`src/rtl/fb_pkg.sv`:
```
// Shared framebuffer constants and types for the scheduler and the pixel generators.
package fb_pkg;
  localparam int FB_WIDTH  = 320;
  localparam int FB_HEIGHT = 180;
  localparam int FB_DEPTH  = FB_WIDTH * FB_HEIGHT;

  typedef logic [15:0] rgb565_t;
  typedef logic [15:0] pix_addr_t;

  typedef enum logic [1:0] {
    ST_IDLE,
    ST_CLEAR,
    ST_DRAW,
    ST_WAIT_SWAP
  } fb_sched_state_t;
endpackage

```
`src/rtl/fb_scheduler_rr_arbiter.sv`:
```
// Round-robin arbiter: grant is combinational from the valid vector; the pointer
// remembers the last granted requester and only moves when a grant is given.
module rr_arbiter #(
  parameter int N = 2
) (
  input  logic                            clk_i,
  input  logic                            rst_i,
  input  logic                            en_i,
  input  logic [N-1:0]                    valid_i,
  output logic [N-1:0]                    grant_o,
  output logic [((N > 1) ? $clog2(N) : 1)-1:0] gidx_o,
  output logic                            xfer_o
);
  localparam int PW = (N > 1) ? $clog2(N) : 1;

  logic [PW-1:0] last_q;
  logic [PW-1:0] idx_w;
  logic          found;

  // Scan starting just after the last winner so every requester gets a turn.
  always_comb begin
    grant_o = '0;
    gidx_o  = last_q;
    found   = 1'b0;
    idx_w   = '0;
    if (en_i) begin
      for (int k = 1; k <= N; k++) begin
        idx_w = PW'((int'(last_q) + k) % N);
        if (!found && valid_i[idx_w]) begin
          found          = 1'b1;
          grant_o[idx_w] = 1'b1;
          gidx_o         = idx_w;
        end
      end
    end
    xfer_o = found;
  end

  // Reset to N-1 so requester 0 wins the first arbitration.
  always_ff @(posedge clk_i) begin
    if (rst_i) begin
      last_q <= PW'(N - 1);
    end else if (found) begin
      last_q <= gidx_o;
    end
  end
endmodule

```
`src/rtl/fb_scheduler.sv`:
```
// Framebuffer write scheduler: clears the back buffer, arbitrates pixel writes
// round-robin, then swaps front/back on vsync.
module fb_scheduler #(
  parameter int          NUM_REQ     = 2,
  parameter int          FB_WIDTH    = fb_pkg::FB_WIDTH,
  parameter int          FB_HEIGHT   = fb_pkg::FB_HEIGHT,
  parameter logic [15:0] CLEAR_COLOR = 16'h0000
) (
  input  logic                     clk_in,
  input  logic                     rst_in,
  input  logic                     frame_start_in,
  input  logic                     draw_done_in,
  input  logic                     vsync_in,
  input  logic [NUM_REQ-1:0]       req_valid_in,
  input  logic [NUM_REQ-1:0][15:0] req_addr_in,
  input  logic [NUM_REQ-1:0][15:0] req_color_in,
  output logic [NUM_REQ-1:0]       req_ready_out,
  output logic                     wr_en_out,
  output logic [16:0]              wr_addr_out,
  output logic [15:0]              wr_data_out,
  output logic                     front_sel_out,
  output logic                     swap_out,
  output logic                     oob_out,
  output logic                     busy_out
);
  import fb_pkg::*;

  localparam int        DEPTH = FB_WIDTH * FB_HEIGHT;
  localparam int        GW    = (NUM_REQ > 1) ? $clog2(NUM_REQ) : 1;
  localparam pix_addr_t LAST  = pix_addr_t'(DEPTH - 1);

  fb_sched_state_t state_q, state_d;
  pix_addr_t       cnt_q, cnt_d;
  logic            front_q, front_d;
  logic            wr_en_q, wr_en_d;
  logic [16:0]     wr_addr_q, wr_addr_d;
  rgb565_t         wr_data_q, wr_data_d;
  logic            oob_q, oob_d;
  logic            swap_q, swap_d;

  logic [NUM_REQ-1:0] grant;
  logic [GW-1:0]      gidx;
  logic               xfer;
  pix_addr_t          sel_addr;
  rgb565_t            sel_color;

  rr_arbiter #(.N(NUM_REQ)) u_arb (
    .clk_i   (clk_in),
    .rst_i   (rst_in),
    .en_i    (state_q == ST_DRAW),
    .valid_i (req_valid_in),
    .grant_o (grant),
    .gidx_o  (gidx),
    .xfer_o  (xfer)
  );

  assign sel_addr  = req_addr_in[gidx];
  assign sel_color = req_color_in[gidx];

  always_comb begin
    state_d   = state_q;
    cnt_d     = cnt_q;
    front_d   = front_q;
    wr_en_d   = 1'b0;
    wr_addr_d = wr_addr_q;
    wr_data_d = wr_data_q;
    oob_d     = 1'b0;
    swap_d    = 1'b0;
    case (state_q)
      ST_IDLE: begin
        if (frame_start_in) begin
          state_d = ST_CLEAR;
          cnt_d   = '0;
        end
      end
      ST_CLEAR: begin
        wr_en_d   = 1'b1;
        wr_addr_d = {~front_q, cnt_q};
        wr_data_d = CLEAR_COLOR;
        cnt_d     = cnt_q + 16'd1;
        if (cnt_q == LAST) state_d = ST_DRAW;
      end
      ST_DRAW: begin
        // Out-of-range pixels are still handshaken so a requester never stalls on them.
        if (xfer) begin
          if ({1'b0, sel_addr} < 17'(DEPTH)) begin
            wr_en_d   = 1'b1;
            wr_addr_d = {~front_q, sel_addr};
            wr_data_d = sel_color;
          end else begin
            oob_d = 1'b1;
          end
        end
        if (draw_done_in) state_d = ST_WAIT_SWAP;
      end
      ST_WAIT_SWAP: begin
        if (vsync_in) begin
          front_d = ~front_q;
          swap_d  = 1'b1;
          state_d = ST_IDLE;
        end
      end
      default: state_d = ST_IDLE;
    endcase
  end

  always_ff @(posedge clk_in) begin
    if (rst_in) begin
      state_q   <= ST_IDLE;
      cnt_q     <= '0;
      front_q   <= 1'b0;
      wr_en_q   <= 1'b0;
      wr_addr_q <= '0;
      wr_data_q <= '0;
      oob_q     <= 1'b0;
      swap_q    <= 1'b0;
    end else begin
      state_q   <= state_d;
      cnt_q     <= cnt_d;
      front_q   <= front_d;
      wr_en_q   <= wr_en_d;
      wr_addr_q <= wr_addr_d;
      wr_data_q <= wr_data_d;
      oob_q     <= oob_d;
      swap_q    <= swap_d;
    end
  end

  assign req_ready_out = grant;
  assign wr_en_out     = wr_en_q;
  assign wr_addr_out   = wr_addr_q;
  assign wr_data_out   = wr_data_q;
  assign front_sel_out = front_q;
  assign swap_out      = swap_q;
  assign oob_out       = oob_q;
  assign busy_out      = (state_q != ST_IDLE);
endmodule

```
`config.mk`:
```
export PLATFORM = sky130hd
export DESIGN_NAME = fb_scheduler
export DESIGN_NICKNAME = d
export VERILOG_FILES = /design/src/rtl/fb_pkg.sv /design/src/rtl/fb_scheduler_rr_arbiter.sv /design/src/rtl/fb_scheduler.sv
export SDC_FILE = /design/constraint.sdc
export NUM_CORES = 1
export LEC_CHECK = 0
export ABC_AREA = 1
export CAP_MARGIN = 20
export CORE_UTILIZATION = 45
export DETAILED_ROUTE_END_ITERATION = 10
export MAX_ROUTING_LAYER = met4
export PLACE_DENSITY_LB_ADDON = 0.08
export SETUP_SLACK_MARGIN = 0.15
export SLEW_MARGIN = 20
export SYNTH_ARGS = -nofsm -noshare
export SYNTH_HDL_FRONTEND = slang
export SYNTH_SLANG_ARGS = --single-unit
export TNS_END_PERCENT = 5
```
`constraint.sdc`:
```
create_clock -name clk_in -period 2.5 [get_ports clk_in]
set_input_delay 0.5 -clock clk_in [delete_from_list [all_inputs] [get_ports clk_in]]
set_output_delay 0.5 -clock clk_in [all_outputs]
set_load 0.05 [all_outputs]
```
Word level (Yosys, flattened, before mapping)
Cells that the tools add are included.
{"block": "totals", "regBits": 56, "in_bits": 71, "wordCells": 88}
{"block": "classes", "n_addsub": 3, "magnitude_cmp": 6, "eq_ne": 10, "mux": 41, "bitwise": 5, "n_reduce_logical": 14}
{"cell": "2-to-1 mux 16 bit", "n": 7}
{"cell": "case mux 16 bit (2 select lines)", "n": 2}
{"cell": "2-to-1 mux 17 bit", "n": 2}
{"cell": "case mux 17 bit (2 select lines)", "n": 1}
{"cell": "2-to-1 mux 1 bit", "n": 17}
{"cell": "adder 16 x 1 -> 16 bit (second input constant)", "n": 1}
{"cell": "== test 16 bit (second input constant)", "n": 1}
{"cell": "< comparator 16 bit (second input constant)", "n": 1}
{"cell": "2-to-1 mux 2 bit", "n": 8}
{"cell": "!= test 2 bit (second input constant)", "n": 6}
{"cell": "case mux 2 bit (4 select lines)", "n": 1}
{"cell": "< comparator 1 x 2 -> 1 bit (second input constant)", "n": 3}
{"cell": "nonzero test 2 bit", "n": 3}
{"cell": "== test 2 bit (second input constant)", "n": 2}
{"cell": "inverter 1 bit", "n": 4}
{"cell": "AND reduction 2 bit", "n": 2}
{"cell": "AND reduction 4 bit", "n": 1}
{"cell": "logical AND 1 bit", "n": 3}
{"cell": "AND reduction 3 bit", "n": 1}
{"cell": "OR reduction 3 bit", "n": 1}
{"cell": "adder 1 bit (second input constant)", "n": 2}
{"cell": "demux 1 bit (select 1 bit)", "n": 2}
{"cell": "== test 2 x 1 -> 1 bit (second input constant)", "n": 1}
{"cell": "greater-or-equal comparator 1 bit (second input constant)", "n": 2}
{"cell": "other kinds (5)", "n": 5}

Logic depth before layout (Yosys ltp)
{"block": "depth", "ltp_word": 15, "mapped_depth": 17}

By module
From an unflattened synthesis, not the netlist that was laid out.
{"block": "unflattened", "hier_cells": 527, "area_unflattened_um2": 3280.6}
{"mod": "fb_scheduler", "n_inst": 1, "cells_per_inst": 514, "area_each_um2": 3209.3}
{"mod": "rr_arbiter", "n_inst": 1, "cells_per_inst": 13, "area_each_um2": 71.3}

Least setup slack after synthesis
No wires, ideal clock.
{"block": "synth_path", "path_type": "flip-flop to flip-flop", "start": "register state_q[0]", "end": "register cnt_q[14]", "setup_time_ns": 0.111, "arrival_time_ns": 2.223, "t_required_ns": 2.389, "slack_ns": 0.166, "stages_incl_launch_ff": 15, "path_buffers": 0, "period_less_slack_ns": 2.334, "cell_sequence": "dfxtp_1 inv_1 ha_1 inv_1 nor2_1 nor2_1 inv_1 nor2_1 nand2_1 nor2_1 nand2_1 nor2_1 nand3_1 nand3_1 inv_1"}
{"block": "synth_via", "elab_chain_len": 3}
{"item": "from (decl)", "line": "fb_scheduler.sv:32", "text": "fb_sched_state_t state_q, state_d;"}
{"item": "from (signal assigned)", "line": "fb_scheduler.sv:118", "text": "state_q <= state_d;"}
{"item": "== test 2 x 1 -> 1 bit / zero test 2 bit (equally long branches)", "line": "fb_scheduler.sv:69", "text": "case (state_q)"}
{"item": "nonzero test 2 bit (no source line) / != test 2 bit (equally long branches)"}
{"item": "AND reduction 2 bit (no source line)"}
{"item": "to (signal assigned)", "line": "fb_scheduler.sv:119", "text": "cnt_q <= cnt_d;"}
{"item": "to (decl)", "line": "fb_scheduler.sv:33", "text": "pix_addr_t cnt_q, cnt_d;"}
Several ways; a longest one is shown, not always the timed one.
A chain may end at the register's enable or synchronous reset.

Final worst setup path
{"block": "layout_path", "start": "input port req_valid_in[1]", "end": "register wr_data_q[9] (netlist: wr_data_out[9])"}
{"block": "layout_via", "elab_chain_len": 13}
{"item": "from (decl)", "line": "fb_scheduler.sv:14", "text": "input logic [NUM_REQ-1:0] req_valid_in,"}
{"item": "2-to-1 mux 1 bit (not written as such) (2 in series)", "line": "fb_scheduler_rr_arbiter.sv:29", "text": "if (!found && valid_i[idx_w]) begin"}
{"item": "2-to-1 mux 1 bit", "line": "fb_scheduler_rr_arbiter.sv:29"}
{"item": "2-to-1 mux 1 bit", "line": "fb_scheduler_rr_arbiter.sv:26", "text": "if (en_i) begin"}
{"item": "zero test 1 bit", "line": "fb_scheduler_rr_arbiter.sv:29"}
{"item": "logical AND 1 bit", "line": "fb_scheduler_rr_arbiter.sv:29"}
{"item": "2-to-1 mux 1 bit", "line": "fb_scheduler_rr_arbiter.sv:29"}
{"item": "2-to-1 mux 1 bit", "line": "fb_scheduler_rr_arbiter.sv:26"}
{"item": "2-to-1 mux 16 bit (on tied branches) (2 in series)", "line": "fb_scheduler.sv:57, fb_scheduler.sv:58"}
{"item": "< comparator 16 bit / 2-to-1 mux 16 bit (equally long branches)", "line": "fb_scheduler.sv:86", "text": "if ({1'b0, sel_addr} < 17'(DEPTH)) begin"}
{"item": "!= test 2 bit (no source line) / 2-to-1 mux 16 bit (equally long branches)"}
{"item": "AND reduction 3 bit (no source line) / case mux 16 bit (2 select lines) (equally long branches)"}
{"item": "to (signal assigned)", "line": "fb_scheduler.sv:123", "text": "wr_data_q <= wr_data_d;"}
{"item": "to (decl)", "line": "fb_scheduler.sv:37", "text": "rgb565_t wr_data_q, wr_data_d;"}
Several ways; a longest one is shown, not always the timed one. The select of a mux whose other input is x is not followed.

==> impl_metrics.csv <==
group,metric,value,unit
power,power.share.switching,48.77,%
synthesis,ys.flop_type,"dfxtp_1",
floorplan,dieArea,7194,sq um
sta,clock_skew,0.003858,ns
sta,slew_violations,0,
power,power_frac_clock,13.3,%
clocking,h-tree-depth,2,
route,wl,8.330,mm
clocking,cts.clk_slew.worst_paths,0.10,ns
clocking,root_buffer,"clkbuf_8",
power,finalPower,4.851,mW
floorplan,row_count,29,
synthesis,synth_top_cell_area_share,36.32,%
job,cap_violations,0,
sta,rsz0062_at_grt,"no",
power,ir_drop,0.7155,mV
worst_setup_path,worstPathBufferInverterCount,3,
sta,fmax,0.4666,GHz
floorplan,core_area,6495,sq um
worst_setup_path,critPathSlowestCell,"clkdlybuf4s50_1",
floorplan,initial_core_util,47.52,%
route,viasPerCell,5.006,
route,vias,3274,
worst_setup_path,slowest_delay,0.50,ns
synthesis,synth_edf_count,0,
worst_setup_path,end_kind,"flop",
finish,drive_gt1_share,10.05,%
clocking,tritoncts.num_buffers,5,
global_routing,grt_max_degree,32,
worst_setup_path,crit_top_cell,"nand2_1",
min_path,hp-class,"flop to flop",
synthesis,ys_top_cells_by_area,"dfxtp_1, nand2_1, nand3_1, a21oi_1, nor2_1",
global_routing,track_usage,24.48,%
sta,relSlewSlack,53.79,%
synthesis,ys_ff_latch,56,
worst_setup_path,critPathArrivalTime,2.38,ns
clocking,clock_path_buffers,2,
place,placed_area,4289,sq um
run_status,violations,"DRC",
place,numPortBuffers,110,
place,dp_hpwl,6.421,mm
worst_setup_path,path_delay_family,"simple AND/OR/NAND/NOR gates",
power,intPower,2.485,mW
finish,regArea,1122,sq um
route,wl_per_cell,12.74,um
sta,worstMarginPinSlew,0.6924,ns
sta,fin_tns_setup,0,ns
finish,fin_area,4439,sq um
finish,n_antenna_cell,0,
worst_setup_path,critPathMaxFanout,18,
synthesis,synth_top_area_cell,"dfxtp_1",
finish,multiInputGateArea,1725,sq um
power,pwr-share-seq,25.3,%
place,place.gp.congestion,0.8595,
route,drt_iter0_drc,150,
sta,fin_ws,0.3567,ns
worst_setup_path,cp.required,2.74,ns
global_routing,grt_pass1_wl,13.82,mm
synthesis,yosysWarnings,0,
finish,fin_nets,652,
clocking,clk_latency,0.30,ns
power,p_comb_share,61.4,%
run_status,status,"finished with violations",
power,power_density,1093,nW/um^2
clocking,clock-sinks,56,
sta,holdWs,0.4866,ns
synthesis,synth_area,3087,sq um
route,ant_nets,0,
finish,fill_cells,573,
synthesis,synth_seq_area_share,36.32,%
finish,final_cell_mix,"nand2_1, clkdlybuf4s50_1, nand3_1, dfxtp_1, nor2_1",
global_routing,grt_pass1_vias,2953,
clocking,cts_hold_buf,0,
place,post-place-ws,0.04970,ns
finish,final_common_cell,"nand2_1",
route,first_pass_iters,10,
synthesis,postSynthAreaPerCell,6.610,sq um
floorplan,fp.dieH,84.82,um
route,drt_drc_violations_left,8,
synthesis,synth_cell_types,35,
synthesis,syn_nets,543,
floorplan,top_level_ports,111,
sta,period_needed,2.143,ns
global_routing,antenna_found_initial,0,
synthesis,synth_cells,467,
floorplan,die_w,84.82,um
worst_setup_path,cp-start-kind,"input port",
worst_setup_path,worstSetupPathType,"input port to flop",
power,leakagePower,1.869,nW
synthesis,synth_async_sr_flop_share,0,%
global_routing,overflow,0,
sta,hold_viol,0,
finish,syn2layout_area_growth,43.82,%
power,p_switching,2.366,mW
worst_setup_path,worstPathCellList,"clkdlybuf4s50_1, nand2_2, clkinv_2, nand2_4, nand2_8, nand2_1, nand2_1, nand2_1, nor2_4, o21ai_4, nand2_4, buf_4, nand3_1, a21oi_1",
clocking,cts_tree,"done",
sta,finalCritPeriodShare,85.73,%
sta,setup_viol,0,
==> worst reg2reg max path: cells and delay by family, from the launching register on <==
family | cells | cell delay [ns]
simple gates | 9 | 0.93
compound gates | 2 | 0.23
flops | 1 | 0.35
fa+ha+maj | 1 | 0.24
buf+inv | 3 | 0.33
==> state kept, by name, indices dropped and copies added (netlist names) <==
name	count
front_sel_out	1
cnt_q	16
wr_data_out	16
u_arb.last_q	1
state_q	2
oob_out	1
swap_out	1
wr_en_out	1
wr_addr_out	17
==> power groups by stage <==
stage,combinational (mW),clock (mW),sequential (mW)
3_5_place_dp,2.95,0,1.25
4_1_cts,2.95,0.649,1.23
5_1_grt,3.27,0.694,1.25
6_report,2.98,0.643,1.23
2_1_floorplan,1.54,0,1.84
3_3_place_gp,2.91,0,1.24
==> layer usage <==
layer  vias up  track usage [%]  part of all wire [%]
li1       1729                -                     -
met1      1444            33.72                    47
met2        99            38.14                    46
met3         2            4.086                   5.7
met4         0            4.931                  0.53
met5         -                -                     0
==> repair_timing <==
| item | CTS | global route |
|---|---|---|
| gates resized for setup | 1 | 6 |
| setup endpoints to repair | 1 | 31 |
| buffers inserted | 0 | 0 |
==> cell type report <==
type	instances	share of cell area, %
Multi-Input combinational cell	351	38.87
Timing Repair Buffer	124	27.59
Sequential cell	56	25.28
Inverter	38	3.241
Clock buffer	7	2.170
Tap cell	77	2.170
Clock inverter	1	0.6764
==> cells in the mapped netlist (all sizes together) (3+ instances only) <==
library cell and instances:
a21oi 34, buf 7, clkbuf 15, dfxtp 56
ha 5, inv 36, nand2 139, nand3 72
nor2 56, nor3 6, nor4 3, o21ai 27
==> kinds of logic (layout without fill, tap and decap cells) <==
logic type | count (synthesis) | after routing | synth area share, %
AO/OA/AOI/OAI | 65 | 65 | 11.43
XOR/XNOR | 1 | 1 | 0.2838
adder cells (fa/ha/maj) | 5 | 5 | 2.027
buffers and inverters | 60 | 170 | 8.552
flip-flops | 56 | 56 | 36.32
AND/OR/NAND/NOR | 280 | 280 | 41.39
==> metrics by stage <==
stage | instances | utilization, %
after floorplan | 467 | -
after global placement | 646 | 66.04
after detailed placement | 646 | 66.04
after CTS | 654 | 67.96
after global routing | 654 | 68.35
final | 654 | 68.35
==> worst paths after layout <==
kind,cells after the start,slack (ns),start,end
setup / recovery,14,0.36,req_valid_in[1],wr_data_out[9]$_SDFFE_PP0P_
hold reg to reg,2,0.49,wr_data_out[10]$_SDFFE_PP0P_,wr_data_out[10]$_SDFFE_PP0P_
setup reg to reg,15,0.37,state_q[0]$_SDFFE_PP0P_,wr_data_out[9]$_SDFFE_PP0P_
hold / removal,2,0.49,wr_data_out[10]$_SDFFE_PP0P_,wr_data_out[10]$_SDFFE_PP0P_
Power figures use the tool's default switching activity.
